`config.mk`:
```
export PLATFORM = sky130hd
export DESIGN_NAME = panel_ctrl_flat
export DESIGN_NICKNAME = d
export VERILOG_FILES = /design/src/rtl/panel_ctrl_if.sv /design/src/rtl/panel_ctrl.sv /design/src/flat_wrapper.sv
export SDC_FILE = /design/constraint.sdc
export NUM_CORES = 1
export LEC_CHECK = 0
export ABC_CLOCK_PERIOD_IN_PS = 3450
export BUFFER_PORTS_ARGS = -buffer_cell sky130_fd_sc_hd__buf_2
export CAP_MARGIN = 20
export CORE_MARGIN = 5
export CORE_UTILIZATION = 60
export CTS_CLUSTER_DIAMETER = 120
export CTS_CLUSTER_SIZE = 8
export DETAILED_ROUTE_END_ITERATION = 8
export PLACE_DENSITY = 0.85
export RECOVER_POWER = 25
export SYNTH_ARGS = -nofsm -noshare
export SYNTH_HDL_FRONTEND = slang
export SYNTH_SLANG_ARGS = --single-unit
```
`constraint.sdc`:
```
create_clock -name clk -period 3.45 [get_ports clk]
set_input_delay 0.69 -clock clk [delete_from_list [all_inputs] [get_ports clk]]
set_output_delay 0.69 -clock clk [all_outputs]
set_load 0.05 [all_outputs]
```
`src/rtl/panel_ctrl_if.sv`:
```
// Front-panel signal bundle: raw buttons and done in, programme controls and lights out.
interface panel_ctrl_if;
   logic       bt_mode;
   logic       bt_start;
   logic       bt_pause;
   logic       done;
   logic [1:0] mode;
   logic       start;
   logic       abort;
   logic       pause;
   logic [3:0] mode_light;
   logic       run_light;

   modport master (
      input  bt_mode, bt_start, bt_pause, done,
      output mode, start, abort, pause, mode_light, run_light
   );

   modport slave (
      output bt_mode, bt_start, bt_pause, done,
      input  mode, start, abort, pause, mode_light, run_light
   );
endinterface

```
`src/rtl/panel_ctrl.sv`:
```
// Washer front-panel controller: synchronises and debounces three buttons,
// turns them into press/long-press events and sequences SETUP/RUN/PAUSE.
module panel_ctrl #(
   parameter int unsigned DEBOUNCE_CYCLES = 2000000,
   parameter int unsigned LONG_CYCLES     = 200000000
) (
   input logic          clk,
   input logic          rst,
   panel_ctrl_if.master pif
);

   localparam int unsigned NBTN      = 3;
   localparam int unsigned DBW       = $clog2(DEBOUNCE_CYCLES + 1);
   localparam int unsigned LGW       = $clog2(LONG_CYCLES + 1);
   localparam int unsigned BTN_MODE  = 0;
   localparam int unsigned BTN_START = 1;
   localparam int unsigned BTN_PAUSE = 2;

   typedef enum logic [1:0] {
      SETUP = 2'd0,
      RUN   = 2'd1,
      PAUSE = 2'd2
   } state_t;

   logic [NBTN-1:0] raw_c;
   logic [NBTN-1:0] sync1_q;
   logic [NBTN-1:0] sync2_q;
   logic [NBTN-1:0] deb_c;
   logic [NBTN-1:0] deb_d1_q;
   logic [NBTN-1:0] press_c;
   logic [LGW-1:0]  long_cnt_q;
   logic            long_c;

   state_t          state_q;
   logic [1:0]      mode_q;
   logic [3:0]      mode_light_q;
   logic            start_q;
   logic            abort_q;
   logic            pause_q;
   logic            run_light_q;
   logic            hold_used_q;

   assign raw_c = {pif.bt_pause, pif.bt_start, pif.bt_mode};

   // Two-flop synchronisers for the asynchronous button inputs
   always_ff @(posedge clk or negedge rst) begin
      if (!rst) begin
         sync1_q <= '0;
         sync2_q <= '0;
      end else begin
         sync1_q <= raw_c;
         sync2_q <= sync1_q;
      end
   end

   // Per-button debouncer: flip only after a full run of disagreeing samples
   for (genvar b = 0; b < NBTN; b++) begin : g_deb
      logic [DBW-1:0] cnt_q;
      logic           lvl_q;

      always_ff @(posedge clk or negedge rst) begin
         if (!rst) begin
            cnt_q <= '0;
            lvl_q <= 1'b0;
         end else if (sync2_q[b] == lvl_q) begin
            cnt_q <= '0;
         end else if (cnt_q == DBW'(DEBOUNCE_CYCLES - 1)) begin
            cnt_q <= '0;
            lvl_q <= sync2_q[b];
         end else begin
            cnt_q <= cnt_q + DBW'(1);
         end
      end

      assign deb_c[b] = lvl_q;
   end

   always_ff @(posedge clk or negedge rst) begin
      if (!rst) begin
         deb_d1_q <= '0;
      end else begin
         deb_d1_q <= deb_c;
      end
   end

   assign press_c = deb_c & ~deb_d1_q;

   // Hold timer on debounced start; saturates so the long event fires once per hold
   always_ff @(posedge clk or negedge rst) begin
      if (!rst) begin
         long_cnt_q <= '0;
      end else if (!deb_c[BTN_START]) begin
         long_cnt_q <= '0;
      end else if (long_cnt_q != LGW'(LONG_CYCLES)) begin
         long_cnt_q <= long_cnt_q + LGW'(1);
      end
   end

   assign long_c = deb_c[BTN_START] && (long_cnt_q == LGW'(LONG_CYCLES - 1));

   // Programme sequencer; hold_used_q stops the hold that launched a run from aborting it
   always_ff @(posedge clk or negedge rst) begin
      if (!rst) begin
         state_q      <= SETUP;
         mode_q       <= 2'b01;
         mode_light_q <= 4'b0010;
         start_q      <= 1'b0;
         abort_q      <= 1'b0;
         pause_q      <= 1'b0;
         run_light_q  <= 1'b0;
         hold_used_q  <= 1'b0;
      end else begin
         start_q <= 1'b0;
         abort_q <= 1'b0;
         if (!deb_c[BTN_START]) begin
            hold_used_q <= 1'b0;
         end
         unique case (state_q)
            SETUP: begin
               if (press_c[BTN_START]) begin
                  start_q     <= 1'b1;
                  run_light_q <= 1'b1;
                  hold_used_q <= 1'b1;
                  state_q     <= RUN;
               end else if (press_c[BTN_MODE]) begin
                  mode_q       <= mode_q + 2'd1;
                  mode_light_q <= {mode_light_q[2:0], mode_light_q[3]};
               end
            end
            RUN, PAUSE: begin
               if (pif.done) begin
                  pause_q     <= 1'b0;
                  run_light_q <= 1'b0;
                  state_q     <= SETUP;
               end else if (long_c && !hold_used_q) begin
                  abort_q     <= 1'b1;
                  pause_q     <= 1'b0;
                  run_light_q <= 1'b0;
                  state_q     <= SETUP;
               end else if (press_c[BTN_PAUSE]) begin
                  pause_q <= (state_q == RUN);
                  state_q <= (state_q == RUN) ? PAUSE : RUN;
               end
            end
            default: begin
               pause_q     <= 1'b0;
               run_light_q <= 1'b0;
               state_q     <= SETUP;
            end
         endcase
      end
   end

   assign pif.mode       = mode_q;
   assign pif.mode_light = mode_light_q;
   assign pif.start      = start_q;
   assign pif.abort      = abort_q;
   assign pif.pause      = pause_q;
   assign pif.run_light  = run_light_q;

endmodule

```
`src/flat_wrapper.sv`:
```
// flat-port wrapper written by rule: the top's interface ports become plain ports
module panel_ctrl_flat 
#(
   parameter int unsigned DEBOUNCE_CYCLES = 2000000,
   parameter int unsigned LONG_CYCLES     = 200000000
)
  (clk, rst, pif_bt_mode, pif_bt_start, pif_bt_pause, pif_done, pif_mode, pif_start, pif_abort, pif_pause, pif_mode_light, pif_run_light);
  panel_ctrl_if pif_i ();
  input logic clk;
  input logic rst;
  input wire logic [$bits(pif_i.bt_mode)-1:0] pif_bt_mode;
  input wire logic [$bits(pif_i.bt_start)-1:0] pif_bt_start;
  input wire logic [$bits(pif_i.bt_pause)-1:0] pif_bt_pause;
  input wire logic [$bits(pif_i.done)-1:0] pif_done;
  output wire logic [$bits(pif_i.mode)-1:0] pif_mode;
  output wire logic [$bits(pif_i.start)-1:0] pif_start;
  output wire logic [$bits(pif_i.abort)-1:0] pif_abort;
  output wire logic [$bits(pif_i.pause)-1:0] pif_pause;
  output wire logic [$bits(pif_i.mode_light)-1:0] pif_mode_light;
  output wire logic [$bits(pif_i.run_light)-1:0] pif_run_light;
  assign pif_i.bt_mode = pif_bt_mode;
  assign pif_i.bt_start = pif_bt_start;
  assign pif_i.bt_pause = pif_bt_pause;
  assign pif_i.done = pif_done;
  assign pif_mode = pif_i.mode;
  assign pif_start = pif_i.start;
  assign pif_abort = pif_i.abort;
  assign pif_pause = pif_i.pause;
  assign pif_mode_light = pif_i.mode_light;
  assign pif_run_light = pif_i.run_light;
  panel_ctrl #(.DEBOUNCE_CYCLES(DEBOUNCE_CYCLES), .LONG_CYCLES(LONG_CYCLES)) u_core (.clk(clk), .rst(rst), .pif(pif_i));
endmodule
```
==> impl_results.md, run 1 <==
- Status: finished with violations
- Violated checks: max-capacitance violations, max-slew violations
- Initial Util: between 60% and 70%
- Synth Area in Compound Gates: roughly 2.6%
- Post-route cell area: between 6000 and 7000 sq um
- Critical Path End Type: flip-flop
- DPL Wire Length: just under 7 mm
- Period utilization: between 60% and 70%
- Initial DRC count: around 190
- Gr usage total: between 20% and 30%
- Congestion Overflow GR: 0
- RR Startpoint: u_core.long_cnt_q[0]$_DFFE_PN0P_
- Area after DPL: around 5700 sq um
- Placed cells: ~650
- Worst EP arrival: between 2 and 3 ns
- Port bufs: 15
- CTS tree: done
- Sw Ratio: around a quarter
- Largest family of logic cells by synthesized area: simple AND/OR/NAND/NOR gates
- Mux cell area share after synthesis: roughly 1.6%
- Fin worst setup slack: between 1 and 1.5 ns
- XOR/XNOR share of the synthesized area: a little over an eighth
- Die W: between 100 and 150 um
- Number of CTS-inserted buffers: 17
- Nets@finish: roughly 580
- Row cnt: 35
- Worst-Skew Late Latency: a little over 0.5 ns
- Post-Synthesis Cells: approximately 540
- Min Tclk post-route: around 2.2 ns
- Mean Syn Cell Area: approximately 10 sq um
- Critical Path RT: a little under 4 ns
- Relative slew slack: -1.328%
- Die Span Y: between 100 and 150 um
- Postcts setup bufs: 0
- First-pass GRT wire length: ~19 mm
- Initial antenna violation count: 0
- # setup viols final: 0
- NetSw: between 0.7 and 0.8 mW
- Hold crit path type: primary input to flip-flop
- Critical register-to-register path endpoint: u_core.long_cnt_q[24]$_DFFE_PN0P_
- Synth async-reset ratio: 100.0%
- Syn_nets: approximately 550
- Post-CTS sizing: 0
- Final cell utilization of the core: approximately 70%
- Synth Register Bits: approximately 120
- Slowest-stage cell, CP: nor3_1
- Place WS: about 1.3 ns
- Max Fanout on Critical Path: 5
- Clock-pin transition on the worst setup and hold timing paths: 0.07 ns
- IO Pins: 16
- ANT cells: 0
- Sequential share of the synthesized area: between 50% and 60%
- Worst vdd ir: ~0.31 mV
- Most common cell after layout, fill and taps aside: dfrtp_1
- Post-Synth Simple-Gate Area: a little over a quarter
- Hold-fix buffers, CTS: 0
- Clk pwr share: a little over half
- Worst path max stage delay: ~0.53 ns
- CTS sink count: between 100 and 150
- Delay-heaviest family, CP: simple AND/OR/NAND/NOR gates
- Measured slew at the worst slew-check pin: ~1.5 ns
- Fin cells: around 690
- DR DRC count: 0
- Maximum root-to-sink buffer count: 2
- Routed len/inst: around 16 um
- Power Internal: 2.361 mW
- Fin. max-slew vios: 62
- Root Driver: clkbuf_8
- Gate power share: about 2.0%
- Crit start category: flip-flop
- Crit. Startpoint: u_core.long_cnt_q[0]$_DFFE_PN0P_
- Worst-case hold path end point: u_core.sync1_q[0]$_DFF_PN0_
- Ratio of cells with drive above 1 in the final layout: 11.30%
- H-Tree Depth: 4
- Via density: 5.681
- Synth Area in Adders: under 10%
- Worst path buffer plus inverter count: 0
- Largest net degree at the start of global routing: between 60 and 70
- Area growth from synthesis to layout: 13.40%
- Total power: slightly above 3 mW
- Top FF cell, synth: dfrtp_1
- Hold Path Depth: 1
- PD cells: 489.7 nW/um^2
- FMAX: 0.4497 GHz
- Core footprint: roughly 9200 sq um
- Final Hold Vio Count: 0
- Hold path startpoint: pif_bt_mode
- R2R depth: 6
- R2R Setup Slk: about 1.2 ns
- MaxCap Viol Count: 1
- Total negative setup slack: 0 ns
- Die area: 11290 sq um
- Min Hold Slack: roughly 0.28 ns
- RSZ-0062 raised after global routing: false
- 1st-pass router iterations: 4
- CP Cell Sequence: ha_1 -> nand2_1 -> nor3_1 -> nand3_1 -> or3_1 -> a21boi_0
- RD Place Congestion: ~0.83
- Synthesized area: 5557 sq um
- Seq pwr share: approximately 45%
- EDFF count, synth: 0
- Commonest non-fill, non-tap cells in the layout: 114 x dfrtp_1, 78 x nor2_1, 50 x xor2_1
- DR vias: between 3000 and 4000
- Critical path class: flip-flop to flip-flop
- Vias in the first global route: slightly above 4000
- Leak: 2.799 nW
- Warnings, synthesis: 0
- Synth unique cells: between 40 and 50
- Post-DRT Antenna Nets: 0
- Drt total wl: around 11 mm
- Clock Skew: around 0.0083 ns
## routing by layer
metal	GRT usage, %	routed length, um
met5	0	0
met3	5.525	410
met4	7.493	151
met2	34.03	5434
met1	25.94	4638
## power by group through the flow
| stage | clock (mW) | sequential (mW) | combinational, mW |
|---|---|---|---|
| 3_3_place_gp | 0 | 1.41 | 0.0617 |
| 2_1_floorplan | 0 | 1.41 | 0.0276 |
| 4_1_cts | 1.66 | 1.39 | 0.0651 |
| 6_report | 1.64 | 1.39 | 0.0620 |
| 3_5_place_dp | 0 | 1.41 | 0.0639 |
| 5_1_grt | 1.73 | 1.39 | 0.0734 |
## Yosys cell counts, types with 2 or more instances
library cell  count  area [sq um]
dfstp_2           2         52.55
a22o_1            2         17.52
a21o_1            3         22.52
nand4_1          22         137.6
nand2_1          30         112.6
or3_1             6         37.54
and2_1           23         143.9
xor2_1           50         437.9
nor2_1           78         292.8
nand4b_1          2         17.52
mux2_2            7         78.83
ha_1              8         100.1
nor3_1           10         50.05
inv_1            15         56.30
and3_1           10         62.56
o21ai_0           5         25.02
xnor2_1          34         297.8
or4bb_1           2         22.52
nand2b_1          5         31.28
nor2b_1           8         50.05
clkbuf_1          4         15.01
nor4b_1           2         17.52
and4_1           10         87.58
buf_2             6         30.03
a21boi_0          4         30.03
dfrtp_1         114          2853
nand3_1          43         215.2
nor4_1           14         87.58
or2_2             4         25.02
## worst max-delay path by stage
stage | to | slack, ns | depth (start not counted)
CTS | u_core.long_cnt_q[24]$_DFFE_PN0P_ | 1.24 | 6
global route | u_core.long_cnt_q[24]$_DFFE_PN0P_ | 1.04 | 6
floorplan | u_core.pif.pause$_DFFE_PN0P_ | 1.58 | 5
global placement | u_core.g_deb[2].cnt_q[3]$_DFF_PN0_ | 1.38 | 5
finish | u_core.long_cnt_q[24]$_DFFE_PN0P_ | 1.23 | 6
detailed placement | u_core.g_deb[2].cnt_q[10]$_DFF_PN0_ | 1.27 | 5
## cell type report
| class | count | area, sq um |
|---|---|---|
| repair buffers | 16 | 95.09 |
| inverters | 15 | 56.30 |
| flip-flops and latches | 116 | 2905 |
| well taps | 111 | 138.9 |
| clock inverters | 15 | 146.4 |
| fillers | 633 | 2851 |
| multi-input cells | 396 | 2545 |
| clock buffers | 17 | 414.1 |
## logic make-up (layout without fill, tap and decap cells)
kind of cell	count (synthesis)	in the layout
AOI/OAI and AO/OA	20	20
xor gates and xnor gates	84	84
adders and majority gates	8	8
buffers and inverters	26	63
DFF	116	116
muxes	8	8
and+or+nand+nor	276	276
## registers in the layout (all words and copies together) (netlist names)
name,count
u_core.deb_d1_q,3
u_core.g_deb.cnt_q,63
u_core.g_deb.lvl_q,3
u_core.hold_used_q,1
u_core.long_cnt_q,28
u_core.pif.abort,1
u_core.pif.mode,2
u_core.pif.mode_light,4
u_core.pif.pause,1
u_core.pif.run_light,1
u_core.pif.start,1
u_core.state_q,2
u_core.sync1_q,3
u_core.sync2_q,3
(Power assumes the default switching activity.)
==> inputs of run 2 (changes only) <==
- ABC_AREA: default -> 1
- ABC_CLOCK_PERIOD_IN_PS: 3450 -> 2240
- clock period: 3.45 -> 2.24 ns (I/O delays scaled with it)
==> impl_results.md, run 2 <==
- DPL Wire Length: 8.896 mm (+31%)
- Min Tclk post-route: 1.908 ns (-0.3154 ns)
- Critical Path End Type: flip-flop
- Top FF cell, synth: dfrtp_1
- Worst path max stage delay: 0.37 ns (-0.16 ns)
- H-Tree Depth: 4 (unchanged)
- Root Driver: clkbuf_8
- Placed cells: 895 (+37%)
- Grt met1 use: 27.67% (+1.7 points)
- Register area: 2905 sq um (unchanged)
- CP Cell Sequence: ha_1 -> nand3_1 -> inv_2 -> nand2_1 -> nor2_1 -> nand4_1 -> nand2_2 -> inv_1 -> nand2_1 -> nor2_1
- Nets@finish: 796 (+38%)
- Worst path buffer plus inverter count: 2 (+2)
- Slowest-stage cell, CP: dfrtp_1
- Synth Register Bits: 116 (unchanged)
- Post-Synthesis Cells: 744 (+38%)
- Crit start category: flip-flop
- RSZ-0062 raised after global routing: false
- RD Place Congestion: 0.9819 (+19%)
- GR peak layer: met2
- Area after DPL: 6344 sq um (+10%)
- Place WS: 0.2908 ns (-0.9818 ns)
- Initial DRC count: 372 (+94%)
- Fin. max-slew vios: 0 (-100%)
- First-pass GRT wire length: 22.59 mm (+21%)
- Critical Path RT: 2.63 ns (-1.24 ns)
- Clock Skew: 0.007455 ns (-0.0008546 ns)
- Die W: 110.5 um (+4.0%)
- Row cnt: 36 (+2.9%)
- Most common cell after layout, fill and taps aside: nor2_1
- Leak: 2.995 nW (+7.0%)
- DR DRC count: 0 (unchanged)
- Largest net degree at the start of global routing: 75 (+19%)
- Post-DRT Antenna Nets: 0 (unchanged)
- Worst EP arrival: 2.30 ns (-0.34 ns)
- Drt total wl: 12.95 mm (+22%)
- Largest Register: u_core.g_deb.cnt_q
- Synth async-reset ratio: 100.0% (unchanged)
- Maximum root-to-sink buffer count: 2 (unchanged)
- Total power: 5.033 mW (+63%)
- Core footprint: 9819 sq um (+7.3%)
- FMAX: 0.5240 GHz (+17%)
- Final Hold Vio Count: 0 (unchanged)
- Max Fanout on Critical Path: 11 (+6)
- IO Pins: 16 (unchanged)
- EDFF count, synth: 0 (unchanged)
- Top cells by area, synth: dfrtp_1 47%, nor2_1 7.7%, nand2_1 7.3%, inv_1 5.8%, a21oi_1 3.1%
- Relative slew slack: 48.71% (+50 points)
- Status: complete, no violations
- Synth unique cells: 41 (-6.8%)
- CTS sink count: 116 (unchanged)
- Clock-pin transition on the worst setup and hold timing paths: 0.06 ns (about the same)
- Met3 usage: 6.346% (+0.82 points)
- Measured slew at the worst slew-check pin: 0.7693 ns (-0.7506 ns)
- ANT cells: 0 (unchanged)
- Congestion Overflow GR: 0 (unchanged)
- Top-area cell type share of the netlist area: 47.09% (-4.3 points)
- Port bufs: 15 (unchanged)
- Routed len/inst: 13.98 um (-9.8%)
- Initial Util: 61.70% (+0.99 points)
- CTS tree: done
- MaxCap Viol Count: 0 (-1)
- Met2 Use GR: 37.06% (+3.0 points)
- Warnings, synthesis: 0 (unchanged)
- Critical path class: flip-flop to flip-flop
- Filler Cells Inserted: 746 (+18%)
- 1st-pass router iterations: 5 (+1)
- Area of the multi-input gates: 2734 sq um (+7.4%)
- Worst-Skew Late Latency: 0.51 ns (about the same)
- Via density: 5.518 (-2.9%)
- Min Hold Slack: 0.03788 ns (-0.2423 ns)
- Initial antenna violation count: 0 (unchanged)
- Synthesized area: 6058 sq um (+9.0%)
- Syn_nets: 758 (+37%)
- Final cell utilization of the core: 70.86% (+2.0 points)
- Number of CTS-inserted buffers: 17 (unchanged)
- Commonest non-fill, non-tap cells in the layout: 124 x nor2_1, 117 x nand2_1, 114 x dfrtp_1
- Mean Syn Cell Area: 8.143 sq um (-21%)
- Gr usage total: 22.19% (+1.6 points)
- Post-route cell area: 6958 sq um (+10%)
- Hold crit path type: primary input to flip-flop
- Fin worst setup slack: 0.3317 ns (-0.8946 ns)
- Count leader, synth: nor2_1
- Synth top cells by count: 124 x nor2_1, 118 x nand2_1, 114 x dfrtp_1
- # setup viols final: 0 (unchanged)
- Die Span Y: 110.5 um (+4.0%)
- PD cells: 723.3 nW/um^2 (+48%)
- Postcts setup bufs: 0 (unchanged)
- Area growth from synthesis to layout: 14.85%
- Sequential share of the synthesized area: 47.96% (-4.3 points)
- Die area: 12210 sq um (+8.2%)
- Fin cells: 926 (+35%)
- Delay-heaviest family, CP: simple AND/OR/NAND/NOR gates
- Largest area contributor in the netlist: dfrtp_1
- Vias in the first global route: 5065 (+23%)
- Total negative setup slack: 0 ns (unchanged)
- Worst vdd ir: 0.6490 mV (+110%)
- Period utilization: 85.19% (+21 points)
- Max reg flops: 63 (unchanged)
- Ratio of cells with drive above 1 in the final layout: 14.25% (+2.9 points)
- DR vias: 5110 (+31%)
## run 2: final cells by class
type,count,share of cell area [%]
timing repair buffer,24,2.158
sequential,116,41.76
multi-input combinational,519,39.29
inverter,104,5.610
tap,133,2.392
clock inverter,9,2.194
clock buffer,21,6.600
## run 2: per-layer routing
metal	vias to the layer above	share of wire, %
met5	-	0
met4	0	1.9
met3	24	4.6
met2	143	49
met1	2445	44
li1	2498	-
## run 2: cell families after synthesis
kind of cell | after synthesis | synth area share (%)
adder cells (fa/ha/maj) | 8 | 1.652
AO/OA/AOI/OAI | 70 | 6.093
buffers and inverters | 109 | 6.960
multiplexers | 3 | 0.5576
XOR/XNOR | 29 | 4.192
AND/OR/NAND/NOR | 409 | 32.59
flip-flops | 116 | 47.96
## run 2: path summary, 6_finish.rpt
check / startpoint / to / slack (ns) / cells after the start
setup / recovery: u_core.g_deb[1].cnt_q[0]$_DFF_PN0_ / u_core.g_deb[1].cnt_q[20]$_DFF_PN0_ / 0.33 / 10
hold / removal: pif_bt_start / u_core.sync1_q[1]$_DFF_PN0_ / 0.04 / 1
setup reg to reg: u_core.g_deb[1].cnt_q[0]$_DFF_PN0_ / u_core.g_deb[1].cnt_q[20]$_DFF_PN0_ / 0.33 / 10
hold reg to reg: u_core.sync1_q[1]$_DFF_PN0_ / u_core.sync2_q[1]$_DFF_PN0_ / 0.35 / 0
max in group asynchronous: rst / u_core.g_deb[0].cnt_q[4]$_DFF_PN0_ / 0.85 / 3
min in group asynchronous: rst / u_core.long_cnt_q[10]$_DFFE_PN0P_ / 0.54 / 2
## run 2: repair_timing
| item | CTS | global route |
|---|---|---|
| gates resized for setup | 0 | 1 |
| endpoints found under the hold margin | 25 | 0 |
| hold buffers | 1 | 0 |
| endpoints found under the setup margin | 0 | 4 |
## run 2: worst register-to-register path: cells and delay by family, from the launching register on
kind / cells / cell delay [ns]
buffers and inverters: 2 / 0.28
flip-flops: 1 / 0.37
AND/OR/NAND/NOR: 7 / 0.95
adder cells (fa/ha/maj): 1 / 0.19
## run 2: power breakdown
part	leakage [nW]	internal, mW	total (mW)	switching, mW
registers	1.59	2.12	2.13	0.0128
clock network	0.304	1.88	2.80	0.917
logic	1.10	0.0290	0.107	0.0783
total	2.99	4.02	5.03	1.01
